$ cat src/rtl/div_unit_pkg.sv
// Shared definitions for the EX-stage divider: ALU control codes for DIV/DIVU,
// FSM state encodings and sign helpers. The DIV_ZERO state is only reachable
// when the design is built with DIV_BYZERO_EN.
package div_unit_pkg;

  localparam int DIV_W = 32;

  // ALU decoder codes that select the divider
  localparam logic [4:0] DIV_CONTROL  = 5'b10110;
  localparam logic [4:0] DIVU_CONTROL = 5'b10111;

  typedef enum logic [1:0] {
    DIV_IDLE = 2'd0,
    DIV_BUSY = 2'd1,
    DIV_DONE = 2'd2,
    DIV_ZERO = 2'd3
  } div_state_e;

  // Magnitude of a two's-complement value when en is set, raw bits otherwise
  function automatic logic [DIV_W-1:0] abs_if(input logic [DIV_W-1:0] v, input logic en);
    return (en && v[DIV_W-1]) ? (~v + 1'b1) : v;
  endfunction

  // Conditional two's-complement negate with natural 32-bit wrap
  function automatic logic [DIV_W-1:0] neg_if(input logic [DIV_W-1:0] v, input logic en);
    return en ? (~v + 1'b1) : v;
  endfunction

endpackage

$ cat src/rtl/div_unit_if.sv
// EX-stage divider request/response bundle. The pipeline side drives the
// master modport, the divider sits on the slave modport.
interface div_unit_if;
  import div_unit_pkg::*;

  logic [4:0]         alucontrol;
  logic               valid_i;
  logic               annul_i;
  logic [DIV_W-1:0]   a_i;
  logic [DIV_W-1:0]   b_i;
  logic               stall_o;
  logic               ready_o;
  logic [2*DIV_W-1:0] result_o;

  modport master (
    output alucontrol, valid_i, annul_i, a_i, b_i,
    input  stall_o, ready_o, result_o
  );

  modport slave (
    input  alucontrol, valid_i, annul_i, a_i, b_i,
    output stall_o, ready_o, result_o
  );

endinterface

$ cat src/rtl/div_step.sv
// One radix-2 restoring division iteration, purely combinational.
// {rem, quot} is shifted left by one, the divisor is trial-subtracted from the
// upper half, and the subtraction is kept only when it does not go negative.
module div_step #(
  parameter int WIDTH = 32
) (
  input  logic [WIDTH-1:0] rem,
  input  logic [WIDTH-1:0] quot,
  input  logic [WIDTH-1:0] divisor,
  output logic [WIDTH-1:0] rem_next,
  output logic [WIDTH-1:0] quot_next
);

  // The shifted remainder needs one extra bit; the difference needs a second
  // extra bit so its sign is unambiguous.
  logic [WIDTH:0]   rem_shift;
  logic [WIDTH+1:0] diff;
  logic             fits;
  logic             diff_top_unused;

  assign rem_shift = {rem, quot[WIDTH-1]};
  assign diff      = {1'b0, rem_shift} - {2'b00, divisor};
  assign fits      = ~diff[WIDTH+1];

  // A kept difference is always below the divisor, so its bit WIDTH is zero
  assign diff_top_unused = diff[WIDTH];

  // Restore or keep the trial subtraction and shift in the new quotient bit
  always_comb begin
    rem_next  = fits ? diff[WIDTH-1:0] : rem_shift[WIDTH-1:0];
    quot_next = {quot[WIDTH-2:0], fits};
  end

endmodule

$ cat src/rtl/div_unit.sv
// Iterative 32-bit signed/unsigned divider for the MIPS EX stage.
// Stalls the pipeline for 32 restoring iterations and returns
// {hi, lo} = {remainder, quotient}. Optional build macro DIV_BYZERO_EN
// short-circuits division by zero through a one-cycle ZERO state.
module div_unit
  import div_unit_pkg::*;
#(
  parameter int WIDTH = DIV_W
) (
  input logic      clk,
  input logic      rst,
  div_unit_if.slave bus
);

  localparam int CW = $clog2(WIDTH);
  localparam logic [CW-1:0] CNT_LAST = CW'(WIDTH - 1);

  div_state_e         state_reg, state_next;
  logic [WIDTH-1:0]   rem_reg, rem_next;
  logic [WIDTH-1:0]   quot_reg, quot_next;
  logic [WIDTH-1:0]   divisor_reg, divisor_next;
  logic [CW-1:0]      cnt_reg, cnt_next;
  logic               sign_q_reg, sign_q_next;
  logic               sign_r_reg, sign_r_next;
  logic [2*WIDTH-1:0] result_reg, result_next;

  logic               is_signed;
  logic               is_div;
  logic               start;
  logic [WIDTH-1:0]   step_rem;
  logic [WIDTH-1:0]   step_quot;

  assign is_signed = (bus.alucontrol == DIV_CONTROL);
  assign is_div    = is_signed | (bus.alucontrol == DIVU_CONTROL);
  assign start     = bus.valid_i & ~bus.annul_i & is_div;

  div_step #(.WIDTH(WIDTH)) u_step (
    .rem       (rem_reg),
    .quot      (quot_reg),
    .divisor   (divisor_reg),
    .rem_next  (step_rem),
    .quot_next (step_quot)
  );

  // Next-state, datapath load and result capture
  always_comb begin
    state_next   = state_reg;
    rem_next     = rem_reg;
    quot_next    = quot_reg;
    divisor_next = divisor_reg;
    cnt_next     = cnt_reg;
    sign_q_next  = sign_q_reg;
    sign_r_next  = sign_r_reg;
    result_next  = result_reg;

    case (state_reg)
      DIV_IDLE: begin
        if (start) begin
          // Dividend magnitude is loaded into the quotient half; it is shifted
          // out into the remainder one bit per iteration.
          quot_next    = abs_if(bus.a_i, is_signed);
          divisor_next = abs_if(bus.b_i, is_signed);
          rem_next     = '0;
          cnt_next     = '0;
          sign_q_next  = is_signed & (bus.a_i[WIDTH-1] ^ bus.b_i[WIDTH-1]);
          sign_r_next  = is_signed & bus.a_i[WIDTH-1];
          state_next   = DIV_BUSY;
`ifdef DIV_BYZERO_EN
          if (bus.b_i == '0) begin
            state_next  = DIV_ZERO;
            result_next = {bus.a_i, {WIDTH{1'b1}}};
          end
`endif
        end
      end

      DIV_BUSY: begin
        rem_next  = step_rem;
        quot_next = step_quot;
        cnt_next  = cnt_reg + 1'b1;
        if (cnt_reg == CNT_LAST) begin
          state_next  = DIV_DONE;
          // Remainder takes the dividend sign, quotient the xor of both signs
          result_next = {neg_if(step_rem, sign_r_reg), neg_if(step_quot, sign_q_reg)};
        end
      end

      DIV_DONE: state_next = DIV_IDLE;

`ifdef DIV_BYZERO_EN
      DIV_ZERO: state_next = DIV_IDLE;
`endif

      default: state_next = DIV_IDLE;
    endcase

    // A flush abandons the division without touching the visible result
    if (bus.annul_i) begin
      state_next  = DIV_IDLE;
      result_next = result_reg;
    end
  end

  // State and datapath registers
  always_ff @(posedge clk) begin
    if (rst) begin
      state_reg   <= DIV_IDLE;
      rem_reg     <= '0;
      quot_reg    <= '0;
      divisor_reg <= '0;
      cnt_reg     <= '0;
      sign_q_reg  <= 1'b0;
      sign_r_reg  <= 1'b0;
      result_reg  <= '0;
    end else begin
      state_reg   <= state_next;
      rem_reg     <= rem_next;
      quot_reg    <= quot_next;
      divisor_reg <= divisor_next;
      cnt_reg     <= cnt_next;
      sign_q_reg  <= sign_q_next;
      sign_r_reg  <= sign_r_next;
      result_reg  <= result_next;
    end
  end

  // Stall covers the accepting cycle and every iteration; DONE releases EX
  always_comb begin
    bus.stall_o  = ((state_reg == DIV_IDLE) & start) | (state_reg == DIV_BUSY);
`ifdef DIV_BYZERO_EN
    bus.ready_o  = (state_reg == DIV_DONE) | (state_reg == DIV_ZERO);
`else
    bus.ready_o  = (state_reg == DIV_DONE);
`endif
    bus.result_o = result_reg;
  end

endmodule
$ cat src/flat_wrapper.sv
// flat-port wrapper written by rule: the top's interface ports become plain ports
module div_unit_flat import div_unit_pkg::*;
#(
  parameter int WIDTH = DIV_W
)
  (clk, rst, bus_alucontrol, bus_valid_i, bus_annul_i, bus_a_i, bus_b_i, bus_stall_o, bus_ready_o, bus_result_o);
  div_unit_if bus_i ();
  input logic clk;
  input logic rst;
  input wire logic [$bits(bus_i.alucontrol)-1:0] bus_alucontrol;
  input wire logic [$bits(bus_i.valid_i)-1:0] bus_valid_i;
  input wire logic [$bits(bus_i.annul_i)-1:0] bus_annul_i;
  input wire logic [$bits(bus_i.a_i)-1:0] bus_a_i;
  input wire logic [$bits(bus_i.b_i)-1:0] bus_b_i;
  output wire logic [$bits(bus_i.stall_o)-1:0] bus_stall_o;
  output wire logic [$bits(bus_i.ready_o)-1:0] bus_ready_o;
  output wire logic [$bits(bus_i.result_o)-1:0] bus_result_o;
  assign bus_i.alucontrol = bus_alucontrol;
  assign bus_i.valid_i = bus_valid_i;
  assign bus_i.annul_i = bus_annul_i;
  assign bus_i.a_i = bus_a_i;
  assign bus_i.b_i = bus_b_i;
  assign bus_stall_o = bus_i.stall_o;
  assign bus_ready_o = bus_i.ready_o;
  assign bus_result_o = bus_i.result_o;
  div_unit #(.WIDTH(WIDTH)) u_core (.clk(clk), .rst(rst), .bus(bus_i));
endmodule
$ cat config.mk
export PLATFORM = sky130hd
export DESIGN_NAME = div_unit_flat
export DESIGN_NICKNAME = d
export VERILOG_FILES = /design/src/rtl/div_unit_pkg.sv /design/src/rtl/div_unit_if.sv /design/src/rtl/div_step.sv /design/src/rtl/div_unit.sv /design/src/flat_wrapper.sv
export SDC_FILE = /design/constraint.sdc
export NUM_CORES = 1
export LEC_CHECK = 0
export ABC_AREA = 1
export CAP_MARGIN = 20
export CORE_MARGIN = 3
export CORE_UTILIZATION = 40
export DETAILED_ROUTE_END_ITERATION = 8
export MAX_ROUTING_LAYER = met4
export SYNTH_ARGS = -nofsm -noshare
export SYNTH_HDL_FRONTEND = slang
export SYNTH_SLANG_ARGS = --single-unit
$ cat constraint.sdc
create_clock -name clk -period 4.7 [get_ports clk]
set_clock_uncertainty 0.2 [all_clocks]
set_input_delay 1.175 -clock clk [delete_from_list [all_inputs] [get_ports clk]]
set_output_delay 1.175 -clock clk [all_outputs]
set_load 0.05 [all_outputs]
# Word-level counts from Yosys, hierarchy flattened
# Cells that the tools add are included.
op_classes:
  n_addsub: 6
  eq_ne: 7
  muxes: 14
  bitwise_logic: 14
  n_reduce_logical: 9
ops:
  columns: ["op", "n"]
  rows:
  - ["two-way mux 32 bit", 7]
  - ["adder 32 x 1 -> 32 bit, second input constant", 4]
  - ["NOT 32 bit", 4]
  - ["one-hot mux 32 bit (2 select lines)", 2]
  - ["subtractor 33 x 32 -> 34 bit", 1]
  - ["== test 5 bit, second input constant", 3]
  - ["one-hot mux 5 bit (2 select lines)", 1]
  - ["AND reduction 2 bit", 3]
  - ["adder 5 x 1 -> 5 bit, second input constant", 1]
  - ["AND 1 bit", 5]
  - ["two-way mux 5 bit", 1]
  - ["two-way mux 2 bit", 2]
  - ["inequality test 2 x 1 -> 1 bit, second input constant", 2]
  - ["one-hot mux 2 bit (2 select lines)", 1]
  - ["AND reduction 3 bit", 1]
  - ["== test 2 x 1 -> 1 bit, second input constant", 1]
  - ["== test 2 bit, second input constant", 1]
  - ["logical AND 1 bit", 2]
  - ["logical NOT 2 bit", 1]
  - ["NOT 1 bit", 2]
  - ["bitwise OR 1 bit", 2]
  - ["nonzero test 2 bit", 1]
  - ["OR reduction 2 bit", 1]
  - ["XOR 1 bit", 1]
word_totals:
  ff_bits: 169
  inputBits: 73
  output_inout_bits: 66
  wordCells: 58

# Longest topological paths before layout
logic_depth:
  depth_word: 5
  depth_mapped: 26
  ltp_nobuf: 26

# Cells and area by module
# A second synthesis with hierarchy kept.
hier_totals:
  cells_unflattened: 2415
  hier_area_um2: 13666.9
by_module_without_submodules:
  columns: ["mod", "n_inst", "cells_each", "area_each_um2", "seq_area_each_um2"]
  rows:
  - ["div_unit", 1, 1744, 10301.1, 3383.2]
  - ["div_step", 1, 671, 3365.7, 0.0]

# Least setup slack after synthesis
# OpenSTA, ideal clock, no wires.
synth_timing:
  path_kind: "input port to output port"
  startpoint: "input port bus_alucontrol[1]"
  endpoint: "output port bus_stall_o"
  t_arrival_ns: 2.499
  required_ns: 3.325
  setup_slack_ns: 0.826
  stages: 6
  path_buffers: 0
  cell_sequence: "inv_1 > nor4_1 > nand3b_1 > nor3_1 > nor2_1 > inv_2"
synth_between:
  elab_chain_cells: 5
  elab_cells_between_ends: 6
synth_rtl:
  columns: ["item", "line", "text"]
  rows:
  - ["from (decl)", "flat_wrapper.sv:10", "input wire logic [$bits(bus_i.alucontrol)-1:0] bus_alucontrol;"]
  - ["== test 5 bit (on tied branches)", "div_unit.sv:33, div_unit.sv:34", null]
  - ["bitwise OR 1 bit *", "div_unit.sv:34", "assign is_div = is_signed | (bus.alucontrol == DIVU_CONTROL);"]
  - ["AND 1 bit *", "div_unit.sv:35", "assign start = bus.valid_i & ~bus.annul_i & is_div;"]
  - ["AND 1 bit *", "div_unit.sv:129", "bus.stall_o = ((state_reg == DIV_IDLE) & start) | (state_reg == DIV_BUSY);"]
  - ["bitwise OR 1 bit *", "div_unit.sv:129", null]
  - ["to (decl)", "flat_wrapper.sv:15", "output wire logic [$bits(bus_i.stall_o)-1:0] bus_stall_o;"]
# Mark *: on every way between the ends. The rest lies on a longest branch, timed or not.

# Worst setup path after layout
layout_timing:
  startpoint: "register u_core.rem_reg[14]"
  endpoint: "register u_core.result_reg[30], in the netlist u_core.bus.result_o[30]"
layout_between:
  elab_chain_cells: 5
layout_rtl:
  columns: ["item", "line", "text"]
  rows:
  - ["from (decl)", "div_unit.sv:19", "logic [WIDTH-1:0] rem_reg, rem_next;"]
  - ["from (signal assigned)", "div_unit.sv:117", "rem_reg <= rem_next;"]
  - ["subtractor 33 x 32 -> 34 bit", "div_step.sv:22", "assign diff = {1'b0, rem_shift} - {2'b00, divisor};"]
  - ["NOT 1 bit", "div_step.sv:23", "assign fits = ~diff[WIDTH+1];"]
  - ["NOT 32 bit", "div_unit_pkg.sv:26", "return en ? (~v + 1'b1) : v;"]
  - ["adder 32 x 1 -> 32 bit", "div_unit_pkg.sv:26", null]
  - ["two-way mux 32 bit", "div_unit_pkg.sv:26", null]
  - ["to (signal assigned)", "div_unit.sv:123", "result_reg <= result_next;"]
  - ["to (decl)", "div_unit.sv:25", "logic [2*WIDTH-1:0] result_reg, result_next;"]
# Every way passes these cells.
# A chain may end at the register's enable or synchronous reset.

==> impl_metrics.toml <==
[worst_setup_path]
ff2ff_setup_slack_ns = 0.70
r2r_start = "u_core.rem_reg[14]"
crit_end = "u_core.bus.result_o[30]"
critPathArrivalTime_ns = 4.14
setup.worst_path.end_class = "flop"
critical_path_required_ns = 4.84
slowest_stage = "dfxtp_1"
path_cells = "ha_1, nand2_1, inv_1, nand2_1, nand2_1, inv_1, nand2_1, inv_1, nand2_4, a21oi_1, ha_1, nand3_1, inv_1, nand4_1, inv_1, nand4_1, nor2_1, a21oi_1, a21oi_1, nand2_1, xor2_1, o21ai_0, inv_1"
reg2reg_to = "u_core.bus.result_o[30]"
crit_path_start_kind = "flop"
reg2regPathDepth = 23
cpPeakStageDelay_ns = 0.47
crit_top_cell = "inv_1"
crit_family = "simple AND/OR/NAND/NOR gates"
crit_buf_inv = 6
worstSetupPathDepth = 23
critPathKind = "flop to flop"
critPathMaxFanout = 5
startpoint = "u_core.rem_reg[14]"

[pwr]
vdd_ir_drop_max_mv = 0.319
p_per_area_nw_per_um2 = 262
p_total_uw = 3890
p_leak_uw = 0.00701

[grt]
grt-ovfl-total = 0
antenna_found_initial = 0
grt.total_usage = 0.264
grt_max_degree = 117
grt_pass1_vias = 12600
met1_usage = 0.328
grt_use_met3 = 0.0362
top_usage_layer = "met2"
grt_pass1_wl_mm = 68.0
met2_usage = 0.442

[floorplan]
dieArea_sq_um = 33700
die_h_um = 184
pin_count = 139
die_w_um = 184
rows = 64
core-area_sq_um = 30800
start_util = 0.409

[yosys]
syn-cell-area_sq_um = 12600
syn-num-nets = 2215
synth-seq-area-share = 0.268
synth_seq_cells = 169
async_reset_ff_frac = 0
synth_top_cell_by_area = "dfxtp_1"
synth_area_leaders = "dfxtp_1 (27%), nand2_1 (18%), inv_1 (9.5%), nor2_1 (6.5%), a21oi_1 (5.6%)"
ys_types = 50
ys.flop_type = "dfxtp_1"
synth-edff-count = 0
synth_top_area_frac = 0.268
ys.warnings.count = 0
syn_inst = 2103
syn_avg_cell_area_sq_um = 5.99

[timing]
drv_slew = 0
slew_headroom = 0.464
max_freq_mhz = 250
fin_crit_sh = 0.851
report.final.hold_viol_count = 0
finalSetupTns_ns = 0
worst_slew_pin_slew_ns = 0.804
rsz0062_at_grt = "no"
fin_crit_ns = 4.00
setup_viol = 0

[clock_tree]
postCtsHoldBufs = 0
clkLatencyLatePin_ns = 0.45
ctsLongestPathBuffers = 2
cts_tree = "built"
cts_buffers = 17
cts.sinks = 169
postCtsSetupRepairBufs = 0
ctsResizeCount = 0
htreeDepth = 4
root_buffer = "clkbuf_16"
clkTransAtPathRegs_ns = 0.08

[job]
maxCapViolCount = 0

[detailed_routing]
wirelength_mm = 42.9
drc_errors = 0
drtIter0Drc = 962
first_pass_iters = 6
route.detailed.vias_per_inst = 5.11
drt-wirelength-per-cell_um = 16.5
vias = 13300
antenna_left = 0

[placement]
io_buffers = 138
hpwl_mm = 33.7
gp_congestion = 0.986

[finish]
areaGrowthSynthToFinish_pct = 18.0
diodes = 0
largest_register_ffs = 64
drive_above_1_share = 0.0615
final_common_cell = "nand2_1"
final_cell_mix = "nand2_1 (596), inv_1 (318), nor2_1 (218)"
nets = 2311

[outcome]
status = "completed"

[hold_path]
worstHoldPathType = "flop to flop"
min-delay-start = "u_core.cnt_reg[3]"
[synthesized netlist by cell type, drive strengths merged, types with 9 or more instances]
cell,number
xor2,50
or2,9
o21ai,117
o211ai,27
nor4,9
a21oi,141
nand2,629
nand3,121
nand4,21
nor2,238
buf,25
ha,38
dfxtp,169
a31oi,30
inv,330
clkbuf,54
xnor2,16
nor3,28
o221ai,10
[metal layers]
metal  share of wire  wire length (um)  up-vias
met5               0                 0        -
met4           0.034              1450        0
met3           0.044              1890       68
met2            0.48             20600      341
met1            0.44             19000     6045
li1                -                 -     6870
[worst min-delay path: stages, from the launching register on]
cell	delay [ns]
dfxtp_1	0.32
nand2_1	0.06
a21oi_1	0.05
[area by class of cell]
| cell class | count | area (sq um) |
|---|---|---|
| fillers | 3236 | 16000 |
| multi-input cells | 1524 | 7630 |
| repair buffers | 156 | 1540 |
| clock inverters | 13 | 144 |
| clock buffers | 19 | 443 |
| inverters | 331 | 1240 |
| flip-flops and latches | 169 | 3380 |
| well taps | 396 | 495 |
[report_power, final]
group | switching, uW | internal, uW
registers | 6.35 | 1440
clock network | 635 | 802
logic | 685 | 326
[worst min path at each step]
| stage | to | depth (start not counted) | slack, ns |
|---|---|---|---|
| finish | u_core.cnt_reg[3] | 2 | 0.27 |
| global route | u_core.cnt_reg[4] | 2 | 0.28 |
| CTS | u_core.cnt_reg[3] | 2 | 0.27 |
| detailed placement | u_core.cnt_reg[3] | 2 | 0.26 |
| global placement | u_core.cnt_reg[3] | 2 | 0.25 |
| floorplan | u_core.cnt_reg[3] | 2 | 0.24 |
[cell families after synthesis]
| family | share of synthesized area |
|---|---|
| simple gates | 0.360 |
| buf+inv | 0.128 |
| compound gates | 0.158 |
| flops | 0.268 |
| xor+xnor | 0.0459 |
| fa+ha+maj | 0.0393 |
[stage by stage]
stage	utilization	hold slack, ns	worst slack (ns)	area [sq um]	instances
2_1_floorplan	-	0.239	0.826	12600	2103
3_3_place_gp	0.463	0.249	0.513	14300	2576
3_5_place_dp	0.463	0.260	0.467	14300	2576
4_1_cts	0.482	0.271	0.679	14900	2608
5_1_grt	0.482	0.279	0.259	14900	2608
6_report	0.482	0.269	0.699	14900	2608
Power figures use the tool's default switching activity.
